File: src/rtl/io_peripheral.sv
// io_peripheral: CPU-facing IO port bridging a host input stream (through a
// small FIFO read by CPU IO-read strobes) and a single-word output holding
// register handed to the host with a valid/ready handshake.
module io_peripheral #(
   parameter int DEPTH  = 4,
   parameter int DATA_W = 32
) (
   input  logic              clock,
   input  logic              reset,
   input  logic              inctrl,
   input  logic              outctrl,
   input  logic [DATA_W-1:0] cpuWord,
   output logic [DATA_W-1:0] devWord,
   input  logic [DATA_W-1:0] hostInData,
   input  logic              hostInValid,
   output logic              hostInReady,
   output logic [DATA_W-1:0] hostOutData,
   output logic              hostOutValid,
   input  logic              hostOutReady,
   output logic              inEmpty,
   output logic              underflow,
   output logic              overrun
);

   localparam int AW = (DEPTH > 1) ? $clog2(DEPTH) : 1;
   localparam logic [AW:0]   DEPTH_C = (AW+1)'(DEPTH);
   localparam logic [AW:0]   CNT_ONE = (AW+1)'(1);
   localparam logic [AW-1:0] PTR_ONE = AW'(1);

   typedef enum logic {IDLE, HOLD} out_state_t;

   // FIFO storage and bookkeeping
   logic [DATA_W-1:0] mem [DEPTH];
   logic [AW-1:0]     wptr_reg;
   logic [AW-1:0]     rptr_reg;
   logic [AW:0]       count_reg;

   // Strobe history for edge detection
   logic inctrl_d_reg;
   logic outctrl_d_reg;

   // Output channel
   out_state_t        state_reg;
   logic              hostout_valid_reg;
   logic [DATA_W-1:0] hostout_data_reg;

   logic underflow_reg;
   logic overrun_reg;

   logic read_ev;
   logic write_ev;
   logic push;
   logic pop;
   logic fifo_empty;

   assign fifo_empty = (count_reg == '0);
   assign read_ev    = inctrl & ~inctrl_d_reg;
   // A write strobe rising while a read strobe is high is dropped outright;
   // the delay register still tracks outctrl so it cannot fire later.
   assign write_ev   = outctrl & ~outctrl_d_reg & ~inctrl;
   assign push       = hostInValid & hostInReady;
   // A read on an empty FIFO never pops, even if a word lands the same cycle.
   assign pop        = read_ev & ~fifo_empty;

   assign hostInReady  = (count_reg < DEPTH_C);
   assign devWord      = fifo_empty ? '0 : mem[rptr_reg];
   assign inEmpty      = fifo_empty;
   assign hostOutValid = hostout_valid_reg;
   assign hostOutData  = hostout_data_reg;
   assign underflow    = underflow_reg;
   assign overrun      = overrun_reg;

   // Remember previous strobe levels; cleared on reset so a strobe held
   // high through reset release is seen as an edge on the first cycle.
   always_ff @(posedge clock) begin
      if (reset) begin
         inctrl_d_reg  <= 1'b0;
         outctrl_d_reg <= 1'b0;
      end else begin
         inctrl_d_reg  <= inctrl;
         outctrl_d_reg <= outctrl;
      end
   end

   // FIFO data array write; no reset so it maps onto plain storage.
   always_ff @(posedge clock) begin
      if (push && !reset) begin
         mem[wptr_reg] <= hostInData;
      end
   end

   // FIFO pointers, occupancy and the sticky underflow flag.
   always_ff @(posedge clock) begin
      if (reset) begin
         wptr_reg      <= '0;
         rptr_reg      <= '0;
         count_reg     <= '0;
         underflow_reg <= 1'b0;
      end else begin
         if (push) begin
            wptr_reg <= wptr_reg + PTR_ONE;
         end
         if (pop) begin
            rptr_reg <= rptr_reg + PTR_ONE;
         end
         case ({push, pop})
            2'b10:   count_reg <= count_reg + CNT_ONE;
            2'b01:   count_reg <= count_reg - CNT_ONE;
            default: count_reg <= count_reg;
         endcase
         if (read_ev && fifo_empty) begin
            underflow_reg <= 1'b1;
         end
      end
   end

   // Output channel FSM: IDLE waits for a CPU write, HOLD presents the word
   // until the host takes it; a write the host has not made room for is lost.
   always_ff @(posedge clock) begin
      if (reset) begin
         state_reg         <= IDLE;
         hostout_valid_reg <= 1'b0;
         hostout_data_reg  <= '0;
         overrun_reg       <= 1'b0;
      end else begin
         case (state_reg)
            IDLE: begin
               if (write_ev) begin
                  hostout_data_reg  <= cpuWord;
                  state_reg         <= HOLD;
                  hostout_valid_reg <= 1'b1;
               end
            end
            HOLD: begin
               if (hostOutReady) begin
                  if (write_ev) begin
                     hostout_data_reg <= cpuWord;
                  end else begin
                     state_reg         <= IDLE;
                     hostout_valid_reg <= 1'b0;
                  end
               end else if (write_ev) begin
                  overrun_reg <= 1'b1;
               end
            end
            default: begin
               state_reg         <= IDLE;
               hostout_valid_reg <= 1'b0;
            end
         endcase
      end
   end

endmodule

File: config.mk
export PLATFORM = sky130hd
export DESIGN_NAME = io_peripheral
export DESIGN_NICKNAME = d
export VERILOG_FILES = /design/src/rtl/io_peripheral.sv
export SDC_FILE = /design/constraint.sdc
export NUM_CORES = 1
export LEC_CHECK = 0
export CAP_MARGIN = 20
export CORE_UTILIZATION = 44
export DETAILED_ROUTE_END_ITERATION = 8
export PLACE_DENSITY_LB_ADDON = 0.12
export SYNTH_ARGS = -nofsm -noshare
export SYNTH_HDL_FRONTEND = slang
export SYNTH_SLANG_ARGS = --single-unit
File: constraint.sdc
create_clock -name clock -period 3.55 [get_ports clock]
set_input_delay 0.5325 -clock clock [delete_from_list [all_inputs] [get_ports clock]]
set_output_delay 0.5325 -clock clock [all_outputs]
set_load 0.01 [all_outputs]
After elaboration in Yosys (flattened, before gate mapping)
Memory sizes are Yosys's and may differ from the RTL's. A register that Yosys moved wholly into a read port is not among the register bits.
Cells that the tools add are included.
{ "word_totals": {"out_inout_bits": 69, "register_bits": 45, "ramBits": 128, "memories": 1, "inputBits": 70} }
{ "classes": {"add_sub_neg": 4, "bitwise": 11, "n_eq_ne": 5, "magnitude_cmp": 1, "mux": 16, "reduce_logical": 7} }
{ "mem_list": {"columns": ["name", "words", "width", "read_ports", "rd_ports_with_merged_regs", "wr", "line", "source"], "rows": [
  ["mem", 4, 32, 1, 1, 1, "33", "logic [DATA_W-1:0] mem [DEPTH];"]
]} }
{ "ops": {"columns": ["op", "n"], "rows": [
  ["32-bit two-way mux", 3],
  ["32-bit one-hot mux with 2 select lines", 1],
  ["1-bit two-way mux", 7],
  ["2-bit inequality test (second input constant)", 3],
  ["1-bit inverter", 6],
  ["3-bit one-hot mux with 2 select lines", 1],
  ["3-bit AND reduction", 2],
  ["1-bit AND", 5],
  ["2-bit by 1-bit adder with 2-bit output (second input constant)", 2],
  ["2-bit two-way mux", 2],
  ["1-bit one-hot mux with 2 select lines", 2],
  ["3-bit by 1-bit adder with 3-bit output (second input constant)", 1],
  ["3-bit logical NOT", 1],
  ["3-bit < comparator (second input constant)", 1],
  ["3-bit by 1-bit subtractor with 3-bit output (second input constant)", 1],
  ["2-bit by 1-bit == test with 1-bit output (second input constant)", 1],
  ["2-bit == test (second input constant)", 1],
  ["1-bit logical AND", 2],
  ["2-bit nonzero test", 1],
  ["1-bit logical NOT", 1]
]} }

Logic depth before layout (Yosys ltp)
Gate-level depths: netlist of the first run.
{ "depth": {"word_depth": 6, "mapped_depth": 8, "ltp_nobuf": 8} }

Least setup slack after synthesis of the first run
No wires, ideal clock.
{ "synth_timing": {"path_kind": "input port to flip-flop", "from": "input port hostInValid", "to": "memory mem[0][0], enable pin", "arrival_ps": 1791, "n_path_buf": 0, "setup_time_ps": 392, "required_ps": 3158, "slack_ps": 1367, "path_stages": 4, "cell_sequence": "nor2b_1 > inv_1 > nor2_1 > and2_1"} }
{ "synth_via": {"elab_chain_cells": 4} }
{ "synth_rtl": {"columns": ["item", "line", "source"], "rows": [
  ["start: declaration", "15", "input logic hostInValid,"],
  ["1-bit AND", "61", "assign push = hostInValid & hostInReady;"],
  ["1-bit logical AND", "87", "if (push && !reset) begin"],
  ["1-bit two-way mux", "87", null],
  ["1-bit two-way mux (not written as such)", "88", "mem[wptr_reg] <= hostInData;"],
  ["end: declaration", "33", null]
]} }
No other way between the ends.

==> flow_summary.ini, run 1 <==
[yosys]
synth_top_area_cell = edfxtp_1
yosysSeqAreaShare = 0.708
synth_edf_count = 128
syn_area_um2 = 6760
synth_flop_cell = edfxtp_1
yosysTopAreaCellShare = 0.569
ys_ff_latch = 175
synth_nets = 502
synth_area_leaders = edfxtp_1, dfxtp_1, mux4_2, nor2b_1, nand4_1
synth_cells = 426
ys_warn_count = 0
synthArstFlopShare = 0
synth_cell_types = 30
postSynthAreaPerCell_um2 = 15.9

[floorplanning]
die_y_um = 126
fp.dieArea_um2 = 15900
rows = 44
start_util = 0.458
io_pins = 139
core_area_um2 = 14800
die_x_um = 126

[timing]
tns_ns = 0
setup_viol = 0
final_hold_viol_count = 0
maxSlewViolCount = 0
rsz0062_at_grt = false
period_minus_slack_ns = 3.01
final.setup.worst_slack_ns = 0.543
tightest_slew_ns = 1.03
hold_ws_ns = 0.479
fmax_mhz = 333
fin_worst_skew_ns = 0.00567
fin_crit_sh = 0.847
relSlewSlack = 0.314

[critical_path]
worst_ep_arrival_time_ns = 2.47
endpoint_kind = output port
required_ns = 3.02
crit_path_start_kind = flip-flop
regToRegSetupSlack_ns = 1.28
worstSetupPathType = flip-flop to output port
crit_fanout = 18

[clocking]
clk_pin_slew_ns = 0.07
insertion_delay_ns = 0.42
cts-root-buf = clkbuf_16
cts_hold_buffers = 0
clock-sinks = 175
cts_buffer_depth = 2
cts_made_buffers = 17
cts_tree = done
post_cts_buffers = 0
cts-htree-levels = 4
cts_resized = 0

[outcome]
outcome = finished, final reports clean

[cells_and_area]
diodes = 0
largest_reg_flops = 128
final_nets = 638
area_growth_pct = 31.9
drive_above_1_share = 0.144
fin_area_um2 = 8920
fillers = 1134
final-seq-area_um2 = 4790
multiInputGateArea_um2 = 1810

[power_and_ir_drop]
powerDensity_nw_per_um2 = 625
leakage_uw = 0.00286
total_power_uw = 5580
power_switching_uw = 1530
peakVddDrop_v = 0.000370
pwr-share-comb = 0.273
internal_power_uw = 4050
p_seq_frac = 0.430
p_sw_frac = 0.274
power.share.clock = 0.297

[detailed_routing]
drt-pass1-iter-count = 4
totalWireLength_mm = 14.2
wl_met1_mm = 5.83
dr.first_iter.drc_count = 270
wl_per_cell_um = 18.7
vias = 4153
vias_per_cell = 5.47
routed.top_layer = met4
antenna_left = 0
wl_met3_mm = 1.21
drc = 0
wl_met2_mm = 6.94

[job]
drv_cap = 0

[placed_design]
place_area_um2 = 8390
gp_congestion = 0.702
hpwl_mm = 8.50
numPortBuffers = 138
dp_slack_ns = 0.660

[global_route]
grt_usage = 0.191
grt_max_degree = 48
grt_pass1_vias = 4348
antenna_found_initial = 0
grt_pass1_wl_mm = 22.6
grt-ovfl-total = 0

[worst_hold_path]
hold_path_class = flip-flop to flip-flop
==> Yosys cell counts, types with 2 or more instances <==
library cell / n
edfxtp_1: 128
mux2_2: 3
a21oi_1: 36
buf_2: 4
xor2_1: 2
nor2b_1: 38
inv_1: 8
o21ai_0: 33
and2_1: 4
clkbuf_2: 2
nand4_1: 32
nand2_1: 2
nor2_1: 11
mux4_2: 32
buf_1: 4
buf_4: 3
dfxtp_1: 47
a31oi_1: 3
ha_1: 5
clkbuf_1: 19
==> worst max-delay path, cell delays in order, from the launching register on <==
cell and delay [ns]:
dfxtp_2 0.68, buf_4 0.37, mux4_2 0.33, nor2b_1 0.16, clkdlybuf4s50_1 0.51
==> cell families after synthesis <==
group / Yosys count / synth area share
fa+ha+maj: 6 / 0.0122
flops: 175 / 0.708
buf+inv: 41 / 0.0267
xor+xnor: 3 / 0.00389
simple gates: 93 / 0.0829
mux: 35 / 0.112
compound gates: 73 / 0.0550
==> cell type report <==
| type | instances | share of cell area |
|---|---|---|
| clock inverter | 13 | 0.0105 |
| timing repair buffer | 150 | 0.172 |
| multi-input combinational | 210 | 0.203 |
| inverter | 8 | 0.00337 |
| sequential | 175 | 0.537 |
| clock buffer | 19 | 0.0485 |
| tap | 184 | 0.0258 |
==> layout by cell type, fill, tap and decap left out, types with 2 or more instances in the layout <==
cell type        synthesis  layout
buf_12                   0       5
xor2_1                   2       2
mux4_2                  32      32
clkinv_1                 0       2
mux2_2                   3       3
clkinvlp_4               0       5
a21oi_1                 36      36
dfxtp_2                  0       2
clkbuf_1                19       2
clkinv_4                 0       4
edfxtp_1               128     128
a31oi_1                  3       3
clkdlybuf4s50_1          0     138
clkbuf_16                0      17
nor2_1                  11      10
ha_1                     5       5
buf_4                    3       7
inv_1                    8       8
nor2b_1                 38      38
nand2_1                  2       2
o21ai_0                 33      33
dfxtp_1                 47      45
nand4_1                 32      32
and2_2                   0       4
==> power by group through the flow <==
stage | registers [uW] | logic, uW | clock network [uW]
finish | 2400 | 1520 | 1650
global route | 2410 | 1650 | 1750
CTS | 2400 | 1560 | 1680
detailed placement | 2440 | 1550 | 0
global placement | 2430 | 1530 | 0
floorplan | 2420 | 791 | 0
==> final timing paths <==
path,depth (start not counted),start,endpoint
max,4,flip-flop,devWord[0]
min reg2reg,1,hostOutValid$_SDFFE_PP0P_,hostOutValid$_SDFFE_PP0P_
min,1,hostOutValid$_SDFFE_PP0P_,hostOutValid$_SDFFE_PP0P_
max reg2reg,8,count_reg[2]$_SDFFE_PP0P_,count_reg[2]$_SDFFE_PP0P_
==> stage by stage <==
step,cells,util
after floorplan,426,-
after global placement,727,0.569
after detailed placement,727,0.569
after CTS,759,0.604
after global routing,759,0.604
final,759,0.604
==> metal layers <==
layer / track usage / vias to the layer above
li1: - / 1904
met1: 0.228 / 2096
met2: 0.312 / 139
met3: 0.0769 / 14
met4: 0.0687 / 0
met5: 0 / -
Power figures use the tool's default switching activity.
==> run 2: changes to the inputs <==
==> constraint.sdc (replaced) <==
create_clock -name clock -period 2.5 [get_ports clock]
set_input_delay 0.375 -clock clock [delete_from_list [all_inputs] [get_ports clock]]
set_output_delay 0.375 -clock clock [all_outputs]
set_load 0.01 [all_outputs]
==> run 2 against run 1 <==
  * Combinational power rose by 42%
  * Via count grew 2.3%
  * Clock power rose by 54%
  * Critical endpoint is now devWord[7]
==> flow_summary.ini, run 2 (synthesis results as in run 1) <==
[clocking]
cts_buffer_depth = 2
clk_pin_slew_ns = 0.06
cts-htree-levels = 4
clock-sinks = 175
cts-root-buf = clkbuf_16
insertion_delay_ns = 0.42
cts_tree = done
cts_made_buffers = 17

[detailed_routing]
wl_per_cell_um = 18.2
antenna_left = 0
drc = 0
totalWireLength_mm = 14.2
vias = 4249
vias_per_cell = 5.45
dr.first_iter.drc_count = 274
drt-pass1-iter-count = 4

[timing]
maxSlewViolCount = 0
fin_crit_sh = 0.974
final_hold_viol_count = 0
fin_worst_skew_ns = 0.00520
fmax_mhz = 411
tns_ns = 0
setup_viol = 0
relSlewSlack = 0.664
rsz0062_at_grt = false
period_minus_slack_ns = 2.44
tightest_slew_ns = 0.503

[power_and_ir_drop]
powerDensity_nw_per_um2 = 886
p_seq_frac = 0.421
p_sw_frac = 0.259
pwr-share-comb = 0.266
power_switching_uw = 2100
leakage_uw = 0.00317
internal_power_uw = 6010
power.share.clock = 0.313
peakVddDrop_v = 0.000654

[placed_design]
hpwl_mm = 8.90
gp_congestion = 0.686
numPortBuffers = 138
place_area_um2 = 8460

[floorplanning]
io_pins = 139
fp.dieArea_um2 = 15900
die_y_um = 126
core_area_um2 = 14800
die_x_um = 126
rows = 44
start_util = 0.458

[global_route]
grt_usage = 0.189
grt_util_met1 = 0.216
grt-ovfl-total = 0
grt_pass1_vias = 4467
gr-usage-met3 = 0.0833
grt_util_met2 = 0.324
grt_pass1_wl_mm = 22.9
antenna_found_initial = 0
grt_max_degree = 48
grt_busiest_layer = met2

[cells_and_area]
fillers = 1172
area_growth_pct = 35.5
fin_area_um2 = 9160
final_common_cell = edfxtp_1
final-seq-area_um2 = 4790
diodes = 0
largest_reg_flops = 128
final_nets = 659
drive_above_1_share = 0.173
layout_common_cells = edfxtp_1, clkdlybuf4s50_1, dfxtp_1
multiInputGateArea_um2 = 1810

[critical_path]
crit_path_start_kind = flip-flop
worstSetupPathType = flip-flop to output port
worst_ep_arrival_time_ns = 2.06
crit_fanout = 7
required_ns = 2.12
endpoint_kind = output port

[job]
drv_cap = 0

[worst_hold_path]
hold_path_class = flip-flop to flip-flop

[outcome]
outcome = finished, final reports clean
## run 2: routing by layer
layer	vias up	part of all wire
met3	6	0.090
met2	157	0.51
met5	-	0
met1	2132	0.39
met4	0	0.0070
li1	1954	-
## run 2: critical path, stage by stage (launching register included)
cell             delay [ns]
dfxtp_4                0.41
buf_16                 0.14
mux4_2                 0.47
nor2b_1                0.14
clkdlybuf4s50_1        0.48
## run 2: path summary, 6_finish.rpt
check | depth (start not counted) | from | to | slack, ns
worst min-delay path | 2 | hostOutData[27]$_SDFFE_PP0P_ | hostOutData[27]$_SDFFE_PP0P_ | 0.47
worst max register to register | 8 | count_reg[2]$_SDFFE_PP0P_ | count_reg[2]$_SDFFE_PP0P_ | 0.40
worst max-delay path | 4 | flip-flop | devWord[7] | 0.06
worst min register to register | 2 | hostOutData[27]$_SDFFE_PP0P_ | hostOutData[27]$_SDFFE_PP0P_ | 0.47
## run 2: power by group through the flow
stage | registers, uW | logic (uW) | clock network (uW)
after global placement | 3450 | 2210 | 0
after floorplan | 3440 | 1120 | 0
after detailed placement | 3460 | 2220 | 0
after global routing | 3430 | 2360 | 2710
final | 3410 | 2160 | 2540
after CTS | 3410 | 2130 | 2590
## run 2: per-stage QoR
step	utilization	power, uW	hold slack (ns)	setup WS (ns)	instances
after floorplan	-	4560	0.469	0.427	426
final	0.621	8110	0.473	0.0647	780
after detailed placement	0.574	5680	0.462	0.0256	735
after CTS	0.616	8130	0.473	0.00672	774
after global routing	0.621	8490	0.506	0.00695	780
after global placement	0.574	5660	0.450	0.0778	735
## run 2: final cells by class
| class | instances | area share |
|---|---|---|
| clock buffers | 27 | 0.0570 |
| clock inverters | 5 | 0.00588 |
| inverters | 8 | 0.00328 |
| multi-input cells | 210 | 0.198 |
| flip-flops and latches | 175 | 0.523 |
| well taps | 184 | 0.0251 |
| repair buffers | 171 | 0.188 |
## run 2: repair_timing
action / CTS / global route
buffers inserted: 6 / 6
resized for setup: 33 / 5
setup endpoints to repair: 32 / 8
hold buffers: 0 / 0
cloned: 1 / 0
==> run 3: changes to the inputs <==
--- a/config.mk
+++ b/config.mk
@@ -5,7 +5,6 @@
 export SDC_FILE = /design/constraint.sdc
 export NUM_CORES = 1
 export LEC_CHECK = 0
-export CAP_MARGIN = 20
 export CORE_UTILIZATION = 44
 export DETAILED_ROUTE_END_ITERATION = 8
 export PLACE_DENSITY_LB_ADDON = 0.12
==> results of run 3 <==
Final layout, timing and power as in run 2 (identical DEF).
